## src/rtl/tape_pkg.sv

```systemverilog
// Shared types and constants for the tape streamer.
//   POS_W      : width of byte positions / lengths
//   HALF0_DEF  : default half-period (cycles) of a 0 bit
//   HALF1_DEF  : default half-period (cycles) of a 1 bit
//   DECAY_DEF  : default cycles per level-meter decay step
//   state_e    : streamer control states
package tape_pkg;

  localparam int unsigned POS_W     = 25;
  localparam int unsigned HALF0_DEF = 16;
  localparam int unsigned HALF1_DEF = 8;
  localparam int unsigned DECAY_DEF = 1024;

  typedef enum logic [2:0] {
    ST_IDLE  = 3'd0,
    ST_FETCH = 3'd1,
    ST_SEND  = 3'd2,
    ST_PAUSE = 3'd3,
    ST_DONE  = 3'd4
  } state_e;

endpackage

```

## src/rtl/tape_bit_encoder.sv

```systemverilog
// Encodes one bit as a high half-period followed by a low half-period.
//   i_clk, reset : clock, synchronous active-high reset
//   abort        : drop the bit in progress and go quiet
//   start        : begin a bit (valid when idle or in the bit_done cycle)
//   bit_val      : value of the bit being started
//   cas_out      : encoded waveform
//   bit_done     : high during the last cycle of a bit
module tape_bit_encoder
  import tape_pkg::*;
#(
  parameter int unsigned HALF0 = HALF0_DEF,
  parameter int unsigned HALF1 = HALF1_DEF
) (
  input  logic i_clk,
  input  logic reset,
  input  logic abort,
  input  logic start,
  input  logic bit_val,
  output logic cas_out,
  output logic bit_done
);

  localparam int unsigned HMAX  = (HALF0 > HALF1) ? HALF0 : HALF1;
  localparam int unsigned CNT_W = (HMAX > 1) ? $clog2(HMAX) : 1;
  localparam logic [CNT_W-1:0] H0_M1 = CNT_W'(HALF0 - 1);
  localparam logic [CNT_W-1:0] H1_M1 = CNT_W'(HALF1 - 1);

  logic             busy, busy_n;
  logic             low_ph, low_n;
  logic             bit_q, bit_n;
  logic [CNT_W-1:0] cnt, cnt_n;
  logic             cas_n, done_n;

  // Phase sequencing; bit_done is registered by looking one cycle ahead.
  always_comb begin
    busy_n = busy;
    low_n  = low_ph;
    bit_n  = bit_q;
    cnt_n  = cnt;
    cas_n  = cas_out;
    if (abort) begin
      busy_n = 1'b0;
      low_n  = 1'b0;
      cnt_n  = '0;
      cas_n  = 1'b0;
    end else if (start) begin
      busy_n = 1'b1;
      low_n  = 1'b0;
      bit_n  = bit_val;
      cnt_n  = bit_val ? H1_M1 : H0_M1;
      cas_n  = 1'b1;
    end else if (busy) begin
      if (cnt == '0) begin
        if (!low_ph) begin
          low_n = 1'b1;
          cnt_n = bit_q ? H1_M1 : H0_M1;
          cas_n = 1'b0;
        end else begin
          busy_n = 1'b0;
          low_n  = 1'b0;
          cas_n  = 1'b0;
        end
      end else begin
        cnt_n = cnt - CNT_W'(1);
      end
    end
    done_n = busy_n && low_n && (cnt_n == '0);
  end

  always_ff @(posedge i_clk) begin
    if (reset) begin
      busy     <= 1'b0;
      low_ph   <= 1'b0;
      bit_q    <= 1'b0;
      cnt      <= '0;
      cas_out  <= 1'b0;
      bit_done <= 1'b0;
    end else begin
      busy     <= busy_n;
      low_ph   <= low_n;
      bit_q    <= bit_n;
      cnt      <= cnt_n;
      cas_out  <= cas_n;
      bit_done <= done_n;
    end
  end

endmodule

```

## src/rtl/tape_streamer.sv

```systemverilog
// Streams a byte file from memory as a cassette waveform, MSB first.
//   i_clk, reset        : clock, synchronous active-high reset
//   play                : level, 1 = run, 0 = pause
//   rewind              : pulse, return to byte 0 and idle
//   len                 : file length, latched at play start
//   mem_rd/mem_addr     : byte read request (held until mem_ack)
//   mem_ack/mem_data    : read completion and data
//   cas_out             : encoded waveform
//   pos, max            : bytes sent, latched length
//   tape_data           : peak-hold level meter
//   done                : stream finished
module tape_streamer
  import tape_pkg::*;
#(
  parameter int unsigned HALF0 = HALF0_DEF,
  parameter int unsigned HALF1 = HALF1_DEF,
  parameter int unsigned DECAY = DECAY_DEF
) (
  input  logic             i_clk,
  input  logic             reset,
  input  logic             play,
  input  logic             rewind,
  input  logic [POS_W-1:0] len,
  output logic             mem_rd,
  output logic [POS_W-1:0] mem_addr,
  input  logic             mem_ack,
  input  logic [7:0]       mem_data,
  output logic             cas_out,
  output logic [POS_W-1:0] pos,
  output logic [POS_W-1:0] max,
  output logic [7:0]       tape_data,
  output logic             done
);

  localparam int unsigned DCNT_W = (DECAY > 1) ? $clog2(DECAY) : 1;
  localparam logic [DCNT_W-1:0] DLAST = DCNT_W'(DECAY - 1);

  state_e state, state_n;

  logic [POS_W-1:0]  pos_n, max_n, addr_n, pos_inc;
  logic              rd_n, done_n;
  logic [7:0]        byte_q, byte_n;
  logic [2:0]        bit_idx, idx_n;
  logic              in_bit, inbit_n;
  logic              start_c, bit_c, bit_done, ack_ok;
  logic [7:0]        tape_n;
  logic [DCNT_W-1:0] dcnt, dcnt_n;
  logic              step_c, load_c;

  assign pos_inc = pos + POS_W'(1);
  // Ack only counts while a request is actually outstanding.
  assign ack_ok  = (state == ST_FETCH) && mem_rd && mem_ack;

  // State register
  always_ff @(posedge i_clk) begin
    if (reset) state <= ST_IDLE;
    else       state <= state_n;
  end

  // Next-state logic; rewind overrides everything.
  always_comb begin
    state_n = state;
    if (rewind) begin
      state_n = ST_IDLE;
    end else begin
      case (state)
        ST_IDLE:  if (play) state_n = (len == '0) ? ST_DONE : ST_FETCH;
        ST_FETCH: if (ack_ok) state_n = play ? ST_SEND : ST_PAUSE;
        ST_SEND: begin
          if (bit_done) begin
            if (bit_idx == 3'd0) state_n = (pos_inc == max) ? ST_DONE : ST_FETCH;
            else if (!play)      state_n = ST_PAUSE;
          end else if (!in_bit && !play) begin
            state_n = ST_PAUSE;
          end
        end
        ST_PAUSE: if (play) state_n = ST_SEND;
        ST_DONE:  state_n = ST_DONE;
        default:  state_n = ST_IDLE;
      endcase
    end
  end

  // Output / datapath next values; a new bit may start in the bit_done cycle.
  always_comb begin
    start_c = 1'b0;
    pos_n   = pos;
    max_n   = max;
    rd_n    = mem_rd;
    addr_n  = mem_addr;
    done_n  = done;
    byte_n  = byte_q;
    idx_n   = bit_idx;
    inbit_n = in_bit;
    if (rewind) begin
      pos_n   = '0;
      rd_n    = 1'b0;
      addr_n  = '0;
      done_n  = 1'b0;
      idx_n   = 3'd7;
      inbit_n = 1'b0;
    end else begin
      case (state)
        ST_IDLE: begin
          if (play) begin
            max_n = len;
            if (len == '0) begin
              done_n = 1'b1;
            end else begin
              rd_n   = 1'b1;
              addr_n = pos;
            end
          end
        end
        ST_FETCH: begin
          if (ack_ok) begin
            byte_n  = mem_data;
            rd_n    = 1'b0;
            idx_n   = 3'd7;
            inbit_n = 1'b0;
          end
        end
        ST_SEND: begin
          if (bit_done) begin
            if (bit_idx == 3'd0) begin
              inbit_n = 1'b0;
              if (pos != max) pos_n = pos_inc;
              if (pos_inc == max) begin
                done_n = 1'b1;
              end else begin
                rd_n   = 1'b1;
                addr_n = pos_inc;
              end
            end else begin
              idx_n   = bit_idx - 3'd1;
              start_c = play;
              inbit_n = play;
            end
          end else if (!in_bit && play) begin
            start_c = 1'b1;
            inbit_n = 1'b1;
          end
        end
        ST_PAUSE: begin
          if (play) begin
            start_c = 1'b1;
            inbit_n = 1'b1;
          end
        end
        default: ;
      endcase
    end
    bit_c = byte_q[idx_n];
  end

  // Peak-hold meter: a louder captured byte wins over a decay step.
  always_comb begin
    step_c = (dcnt == DLAST);
    dcnt_n = step_c ? '0 : dcnt + DCNT_W'(1);
    load_c = ack_ok && !rewind && (mem_data > tape_data);
    tape_n = tape_data;
    if (load_c)                         tape_n = mem_data;
    else if (step_c && tape_data != '0) tape_n = tape_data - 8'd1;
  end

  always_ff @(posedge i_clk) begin
    if (reset) begin
      pos       <= '0;
      max       <= '0;
      mem_rd    <= 1'b0;
      mem_addr  <= '0;
      done      <= 1'b0;
      byte_q    <= '0;
      bit_idx   <= 3'd7;
      in_bit    <= 1'b0;
      tape_data <= '0;
      dcnt      <= '0;
    end else begin
      pos       <= pos_n;
      max       <= max_n;
      mem_rd    <= rd_n;
      mem_addr  <= addr_n;
      done      <= done_n;
      byte_q    <= byte_n;
      bit_idx   <= idx_n;
      in_bit    <= inbit_n;
      tape_data <= tape_n;
      dcnt      <= dcnt_n;
    end
  end

  tape_bit_encoder #(
    .HALF0 (HALF0),
    .HALF1 (HALF1)
  ) u_enc (
    .i_clk    (i_clk),
    .reset    (reset),
    .abort    (rewind),
    .start    (start_c),
    .bit_val  (bit_c),
    .cas_out  (cas_out),
    .bit_done (bit_done)
  );

endmodule
```

## config.mk

```make
export PLATFORM = sky130hd
export DESIGN_NAME = tape_streamer
export DESIGN_NICKNAME = d
export VERILOG_FILES = /design/src/rtl/tape_pkg.sv /design/src/rtl/tape_bit_encoder.sv /design/src/rtl/tape_streamer.sv
export SDC_FILE = /design/constraint.sdc
export NUM_CORES = 1
export LEC_CHECK = 0
export BUFFER_PORTS_ARGS = -buffer_cell sky130_fd_sc_hd__buf_2
export CORE_MARGIN = 3
export CORE_UTILIZATION = 50
export CTS_CLUSTER_DIAMETER = 30
export DETAILED_ROUTE_END_ITERATION = 10
export PLACE_DENSITY = 0.73
export SLEW_MARGIN = 20
export SYNTH_ARGS = -nofsm -noshare
export SYNTH_HDL_FRONTEND = slang
export SYNTH_HIERARCHICAL = 1
export SYNTH_SLANG_ARGS = --single-unit
export TNS_END_PERCENT = 5
```

## constraint.sdc

```tcl
create_clock -name i_clk -period 8 [get_ports i_clk]
set_input_delay 0.4 -clock i_clk [delete_from_list [all_inputs] [get_ports i_clk]]
set_output_delay 0.4 -clock i_clk [all_outputs]
set_load 0.01 [all_outputs]
```

Word level (Yosys, flattened, before mapping)
Index checks and enable logic that the tools add are counted.
{ "op_classes": {"n_mux": 68, "bitwise_logic": 1, "addsub": 5, "n_eq_ne": 19, "reduce_logical": 36, "magnitude_cmp": 2} }
{ "ops": {"columns": ["op", "count"], "rows": [
  ["2-to-1 mux 25 bit", 5],
  ["case mux 25 bit (2 select lines)", 1],
  ["2-to-1 mux 3 bit", 13],
  ["2-to-1 mux 1 bit", 33],
  ["2-to-1 mux 4 bit", 7],
  ["adder 25 x 1 -> 25 bit (second input constant)", 1],
  ["equality test 25 bit", 1],
  ["logical NOT 25 bit", 1],
  ["inequality test 25 bit", 1],
  ["2-to-1 mux 8 bit", 2],
  ["inequality test 2 bit (second input constant)", 8],
  ["case mux 3 bit (5 select lines)", 1],
  ["AND reduction 6 bit", 2],
  ["adder 10 x 1 -> 10 bit (second input constant)", 1],
  ["equality test 10 bit (second input constant)", 1],
  ["logical AND 1 bit", 9],
  ["greater-than comparator 8 bit", 1],
  ["logical NOT 4 bit", 2],
  ["AND reduction 4 bit", 2],
  ["nonzero test 2 bit", 4],
  ["nonzero test 8 bit", 1],
  ["subtractor 8 x 1 -> 8 bit (second input constant)", 1],
  ["AND reduction 7 bit", 1],
  ["equality test 3 x 2 -> 1 bit (second input constant)", 2],
  ["other kinds (20)", 30]
]} }
{ "word_totals": {"register_bits": 119, "input_bits": 38, "out_inout_bits": 86} }

Longest topological paths before layout
{ "depth": {"word_depth": 13, "depth_mapped": 12} }

Modules after synthesis
Netlist, hierarchy kept.
{ "modules_own_cells": {"columns": ["module", "cells_each", "area_each_um2", "instances"], "rows": [
  ["tape_streamer", 782, 6392.4, 1],
  ["tape_bit_encoder", 57, 520.5, 1]
]} }

Least setup slack after synthesis
Ideal clock, no wire load.
{ "synth_path": {"path_type": "register to register", "from": "register pos[1]", "to": "register mem_addr[11]", "arrival_ps": 3111, "setup_slack_ps": 4831, "setup_ps": 58, "t_required_ps": 7942, "path_stages_with_launch": 12, "path_buffers": 2, "path_cell_list": "dfxtp_1 ha_1 clkbuf_1 and3_1 nand3_1 or4_1 xor2_1 o2111a_1 o2111ai_4 a211oi_4 buf_6 o22a_1"} }
{ "synth_via": {"elab_chain_len": 5, "word_cells_on_any_way": 8, "cone_classes": "add/sub: 1; eq/ne: 2; mux: 4; reduce/logical: 1"} }
{ "synth_rtl": {"columns": ["item", "line_no", "rtl"], "rows": [
  ["start, declared", "tape_streamer.sv:29", "output logic [POS_W-1:0] pos,"],
  ["start signal, assigned", "tape_streamer.sv:179", "pos <= pos_n;"],
  ["adder 25 x 1 -> 25 bit (*)", "tape_streamer.sv:50", "assign pos_inc = pos + POS_W'(1);"],
  ["parallel branches: the longest is 4 deep, another holds equality test 25 bit", null, null],
  ["end signal, assigned", "tape_streamer.sv:182", "mem_addr <= addr_n;"],
  ["end, declared", "tape_streamer.sv:25", "output logic [POS_W-1:0] mem_addr,"]
]} }
Mark *: on every way between the ends. The select of a mux whose other input is x is not followed.
A chain may end at the register's enable or synchronous reset.

Worst setup path in the final report
{ "layout_path": {"from": "register pos[10]", "to": "register mem_addr[19]"} }
Same word-level chain as after synthesis.

==> metrics.md <==
| Metric | Value |
|---|---|
| First-pass GRT wire length | `30.1 mm` |
| Clock tree buffer depth | `2` |
| Worst IR drop on VDD | `0.000122 V` |
| Die extent in y | `124 µm` |
| Total global routing track utilization | `0.252` |
| Worst Hold Launch | `len[20]` |
| Vias | `6378` |
| Final-report hold violation count | `0` |
| Initial Util | `0.516` |
| Most numerous cell in the Yosys netlist | `dfxtp_1` |
| Adder-cell area share of the yosys netlist | `0.0290` |
| Placement Rows | `42` |
| Total CTS buffers | `17` |
| Async SR Flop Fraction | `0` |
| Die W | `~120 µm` |
| Simple-gate share of the synthesized area | `0.246` |
| Cells after Synth | `839` |
| Setup crit end kind | `flop` |
| Final Max Slew Viols | `0` |
| Total congestion overflow | `0` |
| Number of nets with antenna violations after routing | `0` |
| Post-synthesis to final-layout area growth | `17.3%` |
| # diodes | `0` |
| Cell Pwr Density | `~190 mW/mm²` |
| I/O pins | `124` |
| Yosys top cell by area | `dfxtp_1` |
| CTS sink count | `119` |
| Largest fanout on the critical path | `17` |
| Yosys top cell area share | `0.345` |
| Post-DP HPWL | `13.9 mm` |
| Worst EP arrival | `4.18 ns` |
| Maxcap violations | `0` |
| EDFF count, synth | `0` |
| Lkg Pwr | `0.00339 µW` |
| Synth warn | `6` |
| WHS | `0.228 ns` |
| Final Skew | `just over 0.009 ns` |
| Setup TNS | `0 ns` |
| Fmax | `262 MHz` |
| Worst-margin pin slew | `1.05 ns` |
| R2r startpoint | `pos[10]` |
| CTS Root Cell | `clkbuf_16` |
| Drt total wl | `19.0 mm` |
| Post-Syn Area per Cell | `8.24 µm²` |
| Unique cell type count in the Yosys netlist | `between 70 and 80` |
| Startpoint Class | `flop` |
| CTS tree | `built` |
| H-tree depth | `4` |
| Slew margin rel. | `0.299` |
| Largest net degree at the start of global routing | `59` |
| Crit path from | `pos[10]` |
| Number of global-route vias before repair | `a little under 6000` |
| Post-synth top flop | `dfxtp_1` |
| Post-Syn Nets | `between 800 and 900` |
| Status | `complete, no violations` |
| Synth Area in Compound Gates | `0.174` |
| Final GP Congestion | `0.990` |
| Worst EP required | `8.36 ns` |
| Met2 wire len | `8.56 mm` |
| Clock Latency Late Sink | `about 0.42 ns` |
| First drt pass iteration count | `5` |
| Nets | `between 900 and 1000` |
| Final min period | `3.82 ns` |
| Synth cell count leaders | `119 x dfxtp_1, 100 x nor2_1, 89 x nand2_1` |
| Mux cell area share after synthesis | `0.0395` |
| Met3 WL | `between 1 and 1.5 mm` |
| Core area | `0.0134 mm²` |
| DR DRC count | `0` |
| RSZ-0062 raised after global routing | `false` |
| Setup repair bufs after CTS | `0` |
| Finish-stage setup viols | `0` |
| Top cells by area, synth | `dfxtp_1 34%, xnor2_1 5.8%, nor2_1 5.4%` |
| Tcrit/Tclk final | `0.477` |
| Xor and xnor fraction of the mapped netlist area | `0.109` |
| Total Power | `1570 µW` |
| #FFs+latches synth | `119` |
| Share of cells above drive strength 1 | `0.201` |
| Post-Syn Area | `around 0.0069 mm²` |
| Largest family of logic cells by synthesized area | `simple AND/OR/NAND/NOR gates` |
| PortBufs | `123` |
| Met1 Wirelength | `8.42 mm` |
| Resized Gates After CTS | `0` |
| Routed WL per cell | `roughly 17 µm` |
| Clock transition at path regs | `0.05 ns` |
| Layout Cells excl Fill | `1112` |
| Vias per inst | `5.74` |
| Seq/Total Area, Yosys | `0.345` |
| Placed cells | `between 1000 and 1500` |
| # hold bufs at CTS | `0` |
| Initial DRC count | `580` |
| Hold Crit Class | `input port to flop` |
| Highest metal used | `met5` |
| Type of the worst setup path | `flop to flop` |
| Initial antenna violation count | `1` |
| Die area | `around 0.015 mm²` |
[metal layers]
metal	GRT usage	vias to the layer above
met1	0.337	2983
met3	0.0536	35
met2	0.393	261
met5	0	-
met4	0.110	2
li1	-	3097
[final cells by class]
class	count	area, µm²
inverters	25	93.8
flip-flops and latches	119	2380
clock inverters	8	169
repair buffers	127	646
well taps	176	220
multi-input cells	633	4130
clock buffers	24	472
fillers	1213	5290
[where the power goes]
part | leakage (µW) | switching [µW] | internal [µW]
sequential | 0.000964 | 15.7 | 607
combinational | 0.00212 | 68.4 | 45.5
clock | 0.000312 | 261 | 568
[through the flow]
step / worst slack (ns) / instance area [µm²] / utilization
after floorplan: 4.83 / 6910 / -
after global placement: 4.30 / 7470 / 0.558
after detailed placement: 4.19 / 7470 / 0.558
final: 4.18 / 8110 / 0.605
after CTS: 4.15 / 8110 / 0.605
after global routing: 3.93 / 8110 / 0.605
[sequential cells by signal, summed over array words and instances (netlist names), 3 cells and up]
register and count:
max 25, mem_addr 25, pos 25, dcnt 10, byte_q 8, tape_data 8, u_enc/cnt 4, bit_idx 3
state 3
[layout by cell type, fill, tap and decap left out, types with 3 or more instances in the layout]
cell type    n
a211o_1      4
a211oi_1    12
a211oi_2     9
a21o_1       6
a21oi_1     56
a31oi_1      3
a32oi_1      3
and3_1      12
buf_2      123
buf_4        4
bufinv_16    5
clkbuf_1     5
clkbuf_16   17
dfxtp_1    119
ha_1        16
inv_1       25
mux2i_1     25
nand2_1     89
nand2b_1    10
nand3_1     20
nand4_1     13
nor2_1     100
nor2b_1      5
nor3_1      19
nor3b_1      3
nor4_1      17
nor4b_1      3
o21ai_0     27
o21ai_1      4
o21bai_1     3
o22a_1      17
or3_1       16
or4_1        4
xnor2_1     46
xor2_1      40
[worst max-delay path: stages, from the launching register on]
cell and delay, ns:
dfxtp_1 0.66, nand4_4 0.19, or4_1 0.70, or4_4 0.60, xor2_1 0.17, and3_4 0.22
o2111ai_4 0.26, a211oi_4 0.70, o22a_1 0.25
[path summary, 6_finish.rpt]
check	slack, ns	endpoint	cells past startpoint
setup / recovery	4.18	mem_addr[19]	8
hold / removal	0.23	max[20]	3
setup reg to reg	4.18	mem_addr[19]	8
hold reg to reg	0.46	dcnt[0]	1
[cells by family (layout without fill, tap and decap cells)]
group                    count (synthesis)  count (layout)
AND/OR/NAND/NOR                        337             337
multiplexers                            27              27
adder cells (fa/ha/maj)                 16              16
buffers and inverters                   87             184
XOR/XNOR                                86              86
flip-flops                             119             119
AO/OA/AOI/OAI                          167             167
Power figures use the tool's default switching activity.
